## src/rtl/instr_refill_ctrl_pkg.sv

```systemverilog
// instr_refill_ctrl_pkg
//   Shared definitions for the instruction-cache refill path: refill FSM
//   state encoding and the helpers that derive the beat count and beat-index
//   width from the cache block size. Every cache-side module that walks a
//   refill line uses these, so they all agree on how a line maps onto beats.
package instr_refill_ctrl_pkg;

    // Refill sequencer states.
    typedef enum logic [2:0] {
        ST_IDLE   = 3'd0,
        ST_REQ    = 3'd1,
        ST_FILL   = 3'd2,
        ST_STREAM = 3'd3,
        ST_DONE   = 3'd4
    } refillState_e;

    // One L2 response beat carries 64 bits.
    localparam int BEAT_BYTES          = 8;
    localparam int DEFAULT_BLOCK_BYTES = 64;

    // Number of beats needed to move one cache block.
    function automatic int beatsOf(input int blockBytes);
        return blockBytes / BEAT_BYTES;
    endfunction

    // Width of an index that addresses one beat within a block.
    function automatic int beatIdxW(input int blockBytes);
        return $clog2(blockBytes / BEAT_BYTES);
    endfunction

    localparam int DEFAULT_BEATS = beatsOf(DEFAULT_BLOCK_BYTES);

endpackage

```

## src/rtl/instr_refill_ctrl_line_buffer.sv

```systemverilog
// refill_line_buffer
//   Holds one cache line while it is collected from L2 and then replayed
//   toward the cache set. DEPTH entries of 64 bits, one synchronous write
//   port and one combinational read port. Contents are deliberately not
//   reset: every entry is written before it is read in a refill.
//
// Ports
//   clk     in   clock
//   wrEn    in   write strobe
//   wrIdx   in   write entry index
//   wrData  in   write data
//   rdIdx   in   read entry index
//   rdData  out  read data (combinational)
module refill_line_buffer #(
    parameter int DEPTH = 8,
    parameter int IDX_W = 3
) (
    input  logic             clk,
    input  logic             wrEn,
    input  logic [IDX_W-1:0] wrIdx,
    input  logic [63:0]      wrData,
    input  logic [IDX_W-1:0] rdIdx,
    output logic [63:0]      rdData
);

    logic [63:0] mem [DEPTH];

    always_ff @(posedge clk) begin
        if (wrEn) begin
            mem[wrIdx] <= wrData;
        end
    end

    assign rdData = mem[rdIdx];

endmodule

```

## src/rtl/instr_refill_ctrl.sv

```systemverilog
// instr_refill_ctrl
//   Instruction-cache miss refill sequencer. On a miss it requests the
//   aligned line from L2, collects BEATS response beats into a line buffer,
//   then streams the whole line toward the cache set in BEATS back-to-back
//   cycles. A redirect (Flush) cancels the refill: before L2 accepts the
//   request the controller simply drops it; once accepted it must still
//   drain every beat L2 owes, but the line is never streamed.
//
// Ports
//   clk           in   clock, all state on rising edge
//   reset         in   asynchronous active-low reset
//   CacheMiss     in   miss from the active cache set
//   PC[ADDR_W]    in   fetch address of the missing instruction
//   Flush         in   pipeline redirect
//   MemReq        out  line request valid to L2
//   MemAddr       out  line-aligned request address
//   MemReqReady   in   L2 accepts request
//   MemRespValid  in   response beat valid
//   MemRespData   in   response beat (64 bits)
//   RepEnable     out  refill stream active toward cache set
//   RepWord       out  refill beat toward cache set (0 when idle)
//   FetchStall    out  hold fetch stage
module instr_refill_ctrl
    import instr_refill_ctrl_pkg::*;
#(
    parameter int B      = 64,
    parameter int ADDR_W = 32
) (
    input  logic              clk,
    input  logic              reset,
    input  logic              CacheMiss,
    input  logic [ADDR_W-1:0] PC,
    input  logic              Flush,
    output logic              MemReq,
    output logic [ADDR_W-1:0] MemAddr,
    input  logic              MemReqReady,
    input  logic              MemRespValid,
    input  logic [63:0]       MemRespData,
    output logic              RepEnable,
    output logic [63:0]       RepWord,
    output logic              FetchStall
);

    localparam int BEATS  = beatsOf(B);
    localparam int BEAT_W = beatIdxW(B);

    localparam logic [BEAT_W-1:0] LAST_BEAT   = BEAT_W'(BEATS - 1);
    localparam logic [ADDR_W-1:0] OFFSET_MASK = ADDR_W'(B - 1);

    refillState_e      state, stateNext;
    logic [BEAT_W-1:0] beatCnt, beatCntNext;
    logic              discard, discardNext;
    logic [ADDR_W-1:0] lineAddr, lineAddrNext;
    logic              bufWe;
    logic [63:0]       bufRdData;

    // The same counter indexes the buffer for both collection and replay;
    // the two phases never overlap.
    refill_line_buffer #(
        .DEPTH (BEATS),
        .IDX_W (BEAT_W)
    ) lineBuf (
        .clk    (clk),
        .wrEn   (bufWe),
        .wrIdx  (beatCnt),
        .wrData (MemRespData),
        .rdIdx  (beatCnt),
        .rdData (bufRdData)
    );

    always_ff @(posedge clk or negedge reset) begin
        if (!reset) begin
            state <= ST_IDLE;
        end else begin
            state <= stateNext;
        end
    end

    always_ff @(posedge clk or negedge reset) begin
        if (!reset) begin
            beatCnt  <= '0;
            discard  <= 1'b0;
            lineAddr <= '0;
        end else begin
            beatCnt  <= beatCntNext;
            discard  <= discardNext;
            lineAddr <= lineAddrNext;
        end
    end

    always_comb begin
        stateNext    = state;
        beatCntNext  = beatCnt;
        discardNext  = discard;
        lineAddrNext = lineAddr;
        bufWe        = 1'b0;

        case (state)
            ST_IDLE: begin
                if (CacheMiss && !Flush) begin
                    lineAddrNext = PC & ~OFFSET_MASK;
                    stateNext    = ST_REQ;
                end
            end

            ST_REQ: begin
                // Once L2 has taken the request it will return a full line
                // regardless, so a redirect on the accept edge still has to
                // drain; it just marks the line as unwanted.
                if (MemReqReady) begin
                    stateNext   = ST_FILL;
                    beatCntNext = '0;
                    discardNext = Flush;
                end else if (Flush) begin
                    stateNext = ST_IDLE;
                end
            end

            ST_FILL: begin
                if (Flush) begin
                    discardNext = 1'b1;
                end
                if (MemRespValid) begin
                    bufWe       = 1'b1;
                    beatCntNext = beatCnt + 1'b1;
                    if (beatCnt == LAST_BEAT) begin
                        beatCntNext = '0;
                        // A redirect arriving with the final beat still
                        // suppresses the stream.
                        if (discard || Flush) begin
                            stateNext   = ST_IDLE;
                            discardNext = 1'b0;
                        end else begin
                            stateNext = ST_STREAM;
                        end
                    end
                end
            end

            ST_STREAM: begin
                beatCntNext = beatCnt + 1'b1;
                if (beatCnt == LAST_BEAT) begin
                    beatCntNext = '0;
                    stateNext   = ST_DONE;
                end
            end

            ST_DONE: begin
                stateNext = ST_IDLE;
            end

            default: begin
                stateNext   = ST_IDLE;
                beatCntNext = '0;
                discardNext = 1'b0;
            end
        endcase
    end

    assign MemReq     = (state == ST_REQ);
    assign MemAddr    = lineAddr;
    assign RepEnable  = (state == ST_STREAM);
    assign RepWord    = RepEnable ? bufRdData : 64'd0;
    assign FetchStall = (state != ST_IDLE) || (CacheMiss && !Flush);

endmodule

```

## config.mk

```make
export PLATFORM = sky130hd
export DESIGN_NAME = instr_refill_ctrl
export DESIGN_NICKNAME = d
export VERILOG_FILES = /design/src/rtl/instr_refill_ctrl_pkg.sv /design/src/rtl/instr_refill_ctrl_line_buffer.sv /design/src/rtl/instr_refill_ctrl.sv
export SDC_FILE = /design/constraint.sdc
export NUM_CORES = 1
export LEC_CHECK = 0
export CAP_MARGIN = 20
export CORE_MARGIN = 2
export CORE_UTILIZATION = 43
export CTS_CLUSTER_DIAMETER = 30
export DETAILED_ROUTE_END_ITERATION = 16
export DONT_BUFFER_PORTS = 1
export GPL_ROUTABILITY_DRIVEN = 0
export PLACE_DENSITY = 0.57
export SLEW_MARGIN = 30
export SYNTH_ARGS = -nofsm -noshare
export SYNTH_HDL_FRONTEND = slang
export SYNTH_HIERARCHICAL = 1
export SYNTH_SLANG_ARGS = --single-unit
```

## constraint.sdc

```tcl
create_clock -name clk -period 6.5 [get_ports clk]
set_clock_uncertainty 0.05 [all_clocks]
set_input_delay 0.65 -clock clk [delete_from_list [all_inputs] [get_ports clk]]
set_output_delay 0.65 -clock clk [all_outputs]
set_load 0.05 [all_outputs]
```

# [Yosys cells after proc, flatten, opt, wreduce, memory -nomap -nowiden]
# Memory sizes are Yosys's and may differ from the RTL's.
# Index checks and enable logic that the tools add are counted.
[totals] ff_bits=33 mem_bits_rw=512 input_bits=102 output_inout_bits=99 elab_cells=54 memories=1
[classes] addsub=1 n_eq_ne=11 mux=23 bitwise_logic=2 n_reduce_logical=12
[mem_list] memory="lineBuf.mem" depth=8 width=64 read_ports=1 rd_ports_with_merged_regs=0 write_ports=1 line="instr_refill_ctrl_line_buffer.sv:26" source="logic [63:0] mem [DEPTH];"
[op_table] operator="$mux W64" n=1
[op_table] operator="$mux W3" n=9
[op_table] operator="$pmux W3 S4" n=2
[op_table] operator="$mux W1" n=9
[op_table] operator="$eq A3 B2 Y1 const B" n=2
[op_table] operator="$eq A3 B3 Y1 const B" n=2
[op_table] operator="$ne A2 B2 Y1 const B" n=3
[op_table] operator="$reduce_and A5 Y1" n=1
[op_table] operator="$ne A2 B1 Y1 const B" n=2
[op_table] operator="$reduce_and A2 Y1" n=2
[op_table] operator="$add A3 B1 Y3 const B" n=1
[op_table] operator="$eq A3 B1 Y1 const B" n=1
[op_table] operator="$logic_not A3 Y1" n=1
[op_table] operator="$ne A3 B2 Y1 const B" n=1
[op_table] operator="$pmux W1 S3" n=1
[op_table] operator="$reduce_and A3 Y1" n=1
[op_table] operator="$reduce_bool A3 Y1" n=1
[op_table] operator="$reduce_or A3 Y1" n=1
[op_table] operator="$logic_or A1 B1 Y1" n=2
[op_table] operator="$mux W2" n=1
[op_table] operator="$not A1 Y1" n=2
[op_table] operator="$reduce_or A2 Y1" n=1
[op_table] operator="$logic_and A1 B1 Y1" n=1
[op_table] operator="$logic_not A1 Y1" n=1

# [Logic depth before layout (Yosys ltp)]
[logic_depth] word_depth=5 depth_mapped=7 mapped_depth_nobuf=5

# [Modules after synthesis]
# The synthesis kept the hierarchy.
[by_module_without_submodules] mod="refill_line_buffer" n_inst=1 cells_per_inst=752 area_each_um2=19266.0 seq_area_each_um2=15374.7
[by_module_without_submodules] mod="instr_refill_ctrl" n_inst=1 cells_per_inst=192 area_each_um2=2020.7 seq_area_each_um2=825.8

# [Worst setup path after synthesis]
# Ideal clock, no wire load.
[synth_path] kind="register to register" from="reg state[1]" to="mem lineBuf.mem[0][0], enable pin" setup_ns=0.565 arrival_ns=5.581 t_required_ns=5.885 setup_slack_ns=0.304 path_stages_with_launch=8 path_buffers=2 synth_period_minus_slack_ns=6.196 path_cell_list="dfrtp_1 > buf_4 > inv_1 > nor2_2 > clkbuf_1 > and3b_1 > nand2b_1 > nor3_1"
[synth_via] elab_chain_cells=4
[synth_lines] item="from (decl)" line="instr_refill_ctrl.sv:50" source="refillState_e state, stateNext;"
[synth_lines] item="from (signal assigned)" line="instr_refill_ctrl.sv:75" source="state <= stateNext;"
[synth_lines] item="$eq A3 B2 Y1" line="instr_refill_ctrl.sv:98" source="case (state)"
[synth_lines] item="$mux W1" line="instr_refill_ctrl.sv:98"
[synth_lines] item="net bufWe" line="instr_refill_ctrl.sv:54" source="logic bufWe;"
[synth_lines] item="$mux W1" line="instr_refill_ctrl_line_buffer.sv:29" source="if (wrEn) begin"
[synth_lines] item="$mux W1 (implied by the code)" line="instr_refill_ctrl_line_buffer.sv:30" source="mem[wrIdx] <= wrData;"
[synth_lines] item="to (decl)" line="instr_refill_ctrl_line_buffer.sv:26"
# The timed path passes the listed nets, and every way through them passes these cells.

# [Final worst setup path]
[layout_path] from="reg beatCnt[2]" to="out RepWord[5]"
[layout_via] elab_chain_cells=2
[layout_lines] item="from (decl)" line="instr_refill_ctrl.sv:51" source="logic [BEAT_W-1:0] beatCnt, beatCntNext;"
[layout_lines] item="from (signal assigned)" line="instr_refill_ctrl.sv:85" source="beatCnt <= beatCntNext;"
[layout_lines] item="$mem_v2 Z8 W64"
[layout_lines] item="net bufRdData[5]" line="instr_refill_ctrl.sv:55" source="logic [63:0] bufRdData;"
[layout_lines] item="$mux W64" line="instr_refill_ctrl.sv:163" source="assign RepWord = RepEnable ? bufRdData : 64'd0;"
[layout_lines] item="to (decl)" line="instr_refill_ctrl.sv:40" source="output logic [63:0] RepWord,"
# The timed path passes the listed nets, and every way through them passes these cells.

==> summary.md <==
| Metric | Value |
|---|---|
| Outcome | finished clean |
| Synth Area per Inst | 22.5 sq um |
| Relative slew slack | 36.8% |
| Core Footprint | slightly below 50000 sq um |
| PwrDens | 504 nW/um^2 |
| Critical Path RT | approximately 5.8 ns |
| Fin crit share | approximately 65% |
| Cells after Synth | between 900 and 1000 |
| Share of layout cells above drive strength 1 | between 30% and 40% |
| Synth area leader | edfxtp_1 |
| CTS root buffer | clkbuf_16 |
| Routed vias/inst | 5.40 |
| Worst-path fanout max | 59 |
| Critical setup path kind | reg2out |
| Die span in x | about 230 microns |
| Chip height | 226 microns |
| Hold Crit Class | in2reg |
| Buf/Inv on CP | 1 |
| Drt first-iter violations | 722 |
| RSZ-0062 raised after global routing | no |
| Clk_lat worst skew | 0.64 ns |
| Ys flop type | edfxtp_1 |
| Crit path cell chain | buf_4, mux4_2, mux2_2, and3_1 |
| Delay-heaviest family, CP | flip-flops |
| Asr flop ratio synth | 6.06% |
| Clock buffer count from CTS | 109 |
| Final setup fails | 0 |
| Minimum clock period after layout | about 4.2 ns |
| Ys Warns | 6 |
| Routed WL | ~45000 microns |
| I/O pin count | approximately 200 |
| Worst setup SP type | flop |
| Pin count of the biggest net entering global routing | 70 |
| Routed Antenna Nets | 0 |
| Crit path arrival time | roughly 3.5 ns |
| Final cell count without fillers | roughly 1800 |
| Initial antenna violation count | 0 |
| CTS sink cnt | 545 |
| Post-synthesis sequential area ratio | about three quarters |
| # diodes | 0 |
| First-pass GRT wire length | 65700 microns |
| Placed Area | 22100 sq um |
| TritonRoute pass-1 iters | 5 |
| Clk slew on worst S/H paths | 0.05 ns |
| Top-count cell post-synth | edfxtp_1 |
| Area Overhead vs Synth | 21.5% |
| Synth top area share | 72.2% |
| Final Hold Fails | 0 |
| Site Rows | 81 |
| Initial core utilization | 43.5% |
| Main area contributors after synthesis | edfxtp_1, mux4_2, dfrtp_1 |
| Vias in the first global route | 10600 |
| LEAKAGE | roughly 8.7 nW |
| Max Cap Viol | 0 |
| Least-Margin Pin Slew | 0.948 ns |
| Hold_ws | 0.0513 ns |
| Number of synthesized flops with an enable pin | 512 |
| PortBufs | 0 |
| Max-slew violation count | 0 |
| Critical path endpoint category | output pin |
| Total track usage | approximately 18% |
| Max incr delay on CP | 1.04 ns |
| Worst IR drop on VDD | 0.000239 V |
| CTS tree | yes |
| TNS Setup | 0 ns |
| WL/cell | 25.0 microns |
| Fin area | about 26000 sq um |
| DP Cell Count | around 1600 |
| Via count | 9624 |
| Synthesis-stage register bit count | approximately 550 |
| Postcts setup bufs | 0 |
| GR Overflow Total | 0 |
| NumNets Final | about 1100 |
| Slowest CP cell | dfrtp_4 |
| Synth top cells by count | edfxtp_1, mux4_2, mux2_2 |
| Final HPWL DP | about 22000 microns |
| DRC viols | 0 |
| Tot Pwr | 13.0 mW |
| Post-Syn Area | 21300 sq um |
| Clock buffer depth | 3 |
| Filler Cell Count | 3797 |
| CTS H-tree depth | 3 |
| Fmax | 236 MHz |
| Die ar. | 51300 sq um |
| Distinct cell type count after synthesis | 37 |
==> placed cells by master, fill, tap and decap left out, drive strengths merged, types with 2 or more instances in the layout <==
cell / instances
a21oi: 3
and3: 66
buf: 25
bufinv: 16
clkbuf: 119
clkinv: 42
clkinvlp: 14
conb: 6
dfrtp: 33
dlygate4sd3: 2
edfxtp: 512
ha: 2
inv: 13
mux2: 90
mux4: 128
nand2: 10
nand2b: 6
nor2: 11
nor3: 4
o21ai: 5
==> path summary, 6_finish.rpt <==
| path | from | endpoint | slack [ns] | cells after the start |
|---|---|---|---|---|
| hold / removal | MemRespData[60] | lineBuf/mem[5][60] | 0.05 | 0 |
| max in group asynchronous | reset | beatCnt[0] | 5.79 | 2 |
| setup / recovery | beatCnt[2] | RepWord[5] | 2.26 | 4 |
| hold reg to reg | discard | discard | 0.51 | 2 |
| min in group asynchronous | reset | state[1] | 0.42 | 2 |
| setup reg to reg | beatCnt[0] | lineBuf/mem[5][29] | 3.07 | 5 |
==> sequential cells by signal, indices dropped and copies added, names as in the netlist <==
name,count
lineBuf/mem,512
MemAddr,26
beatCnt,3
state,3
discard,1
==> stage by stage <==
stage | utilization [%] | setup WS [ns]
finish | 52.8 | 2.26
global route | 52.8 | 2.02
CTS | 52.8 | 2.13
detailed placement | 45.1 | 2.83
global placement | 45.0 | 2.72
floorplan | - | 0.304
==> power by group <==
group	internal, mW	leakage, nW	total [mW]	switching (mW)
Clock	3.73	1.79	5.55	1.82
Combinational	1.11	1.87	2.60	1.50
Sequential	4.28	5.02	4.89	0.614
==> final cells by class <==
class	count	area (sq um)	area share [%]
inverters	2	7.51	0.0290
repair buffers	27	298	1.15
flip-flops and latches	545	16200	62.7
clock inverters	83	962	3.72
well taps	664	831	3.21
multi-input cells	342	4770	18.4
clock buffers	119	2790	10.8
==> kinds of logic after synthesis <==
kind of cell | after synthesis | synth area share, %
and+or+nand+nor | 101 | 2.79
buffers and inverters | 62 | 1.87
adders and majority gates | 2 | 0.118
other | 1 | 0.0176
DFF | 545 | 76.1
muxes | 218 | 18.7
AOI/OAI and AO/OA | 15 | 0.441
==> timing repair <==
action / in CTS / in global routing
hold buffers: 3 / 0
endpoints found under the hold margin: 34 / 0
gates resized for setup: 0 / 0
==> metal layers <==
metal	part of all wire, %	global-route usage (%)
met5	0	0
met4	2.1	6.98
met3	7.3	5.82
met2	48	28.7
met1	42	22.7
Note: power is estimated with default switching activity, not from simulation.
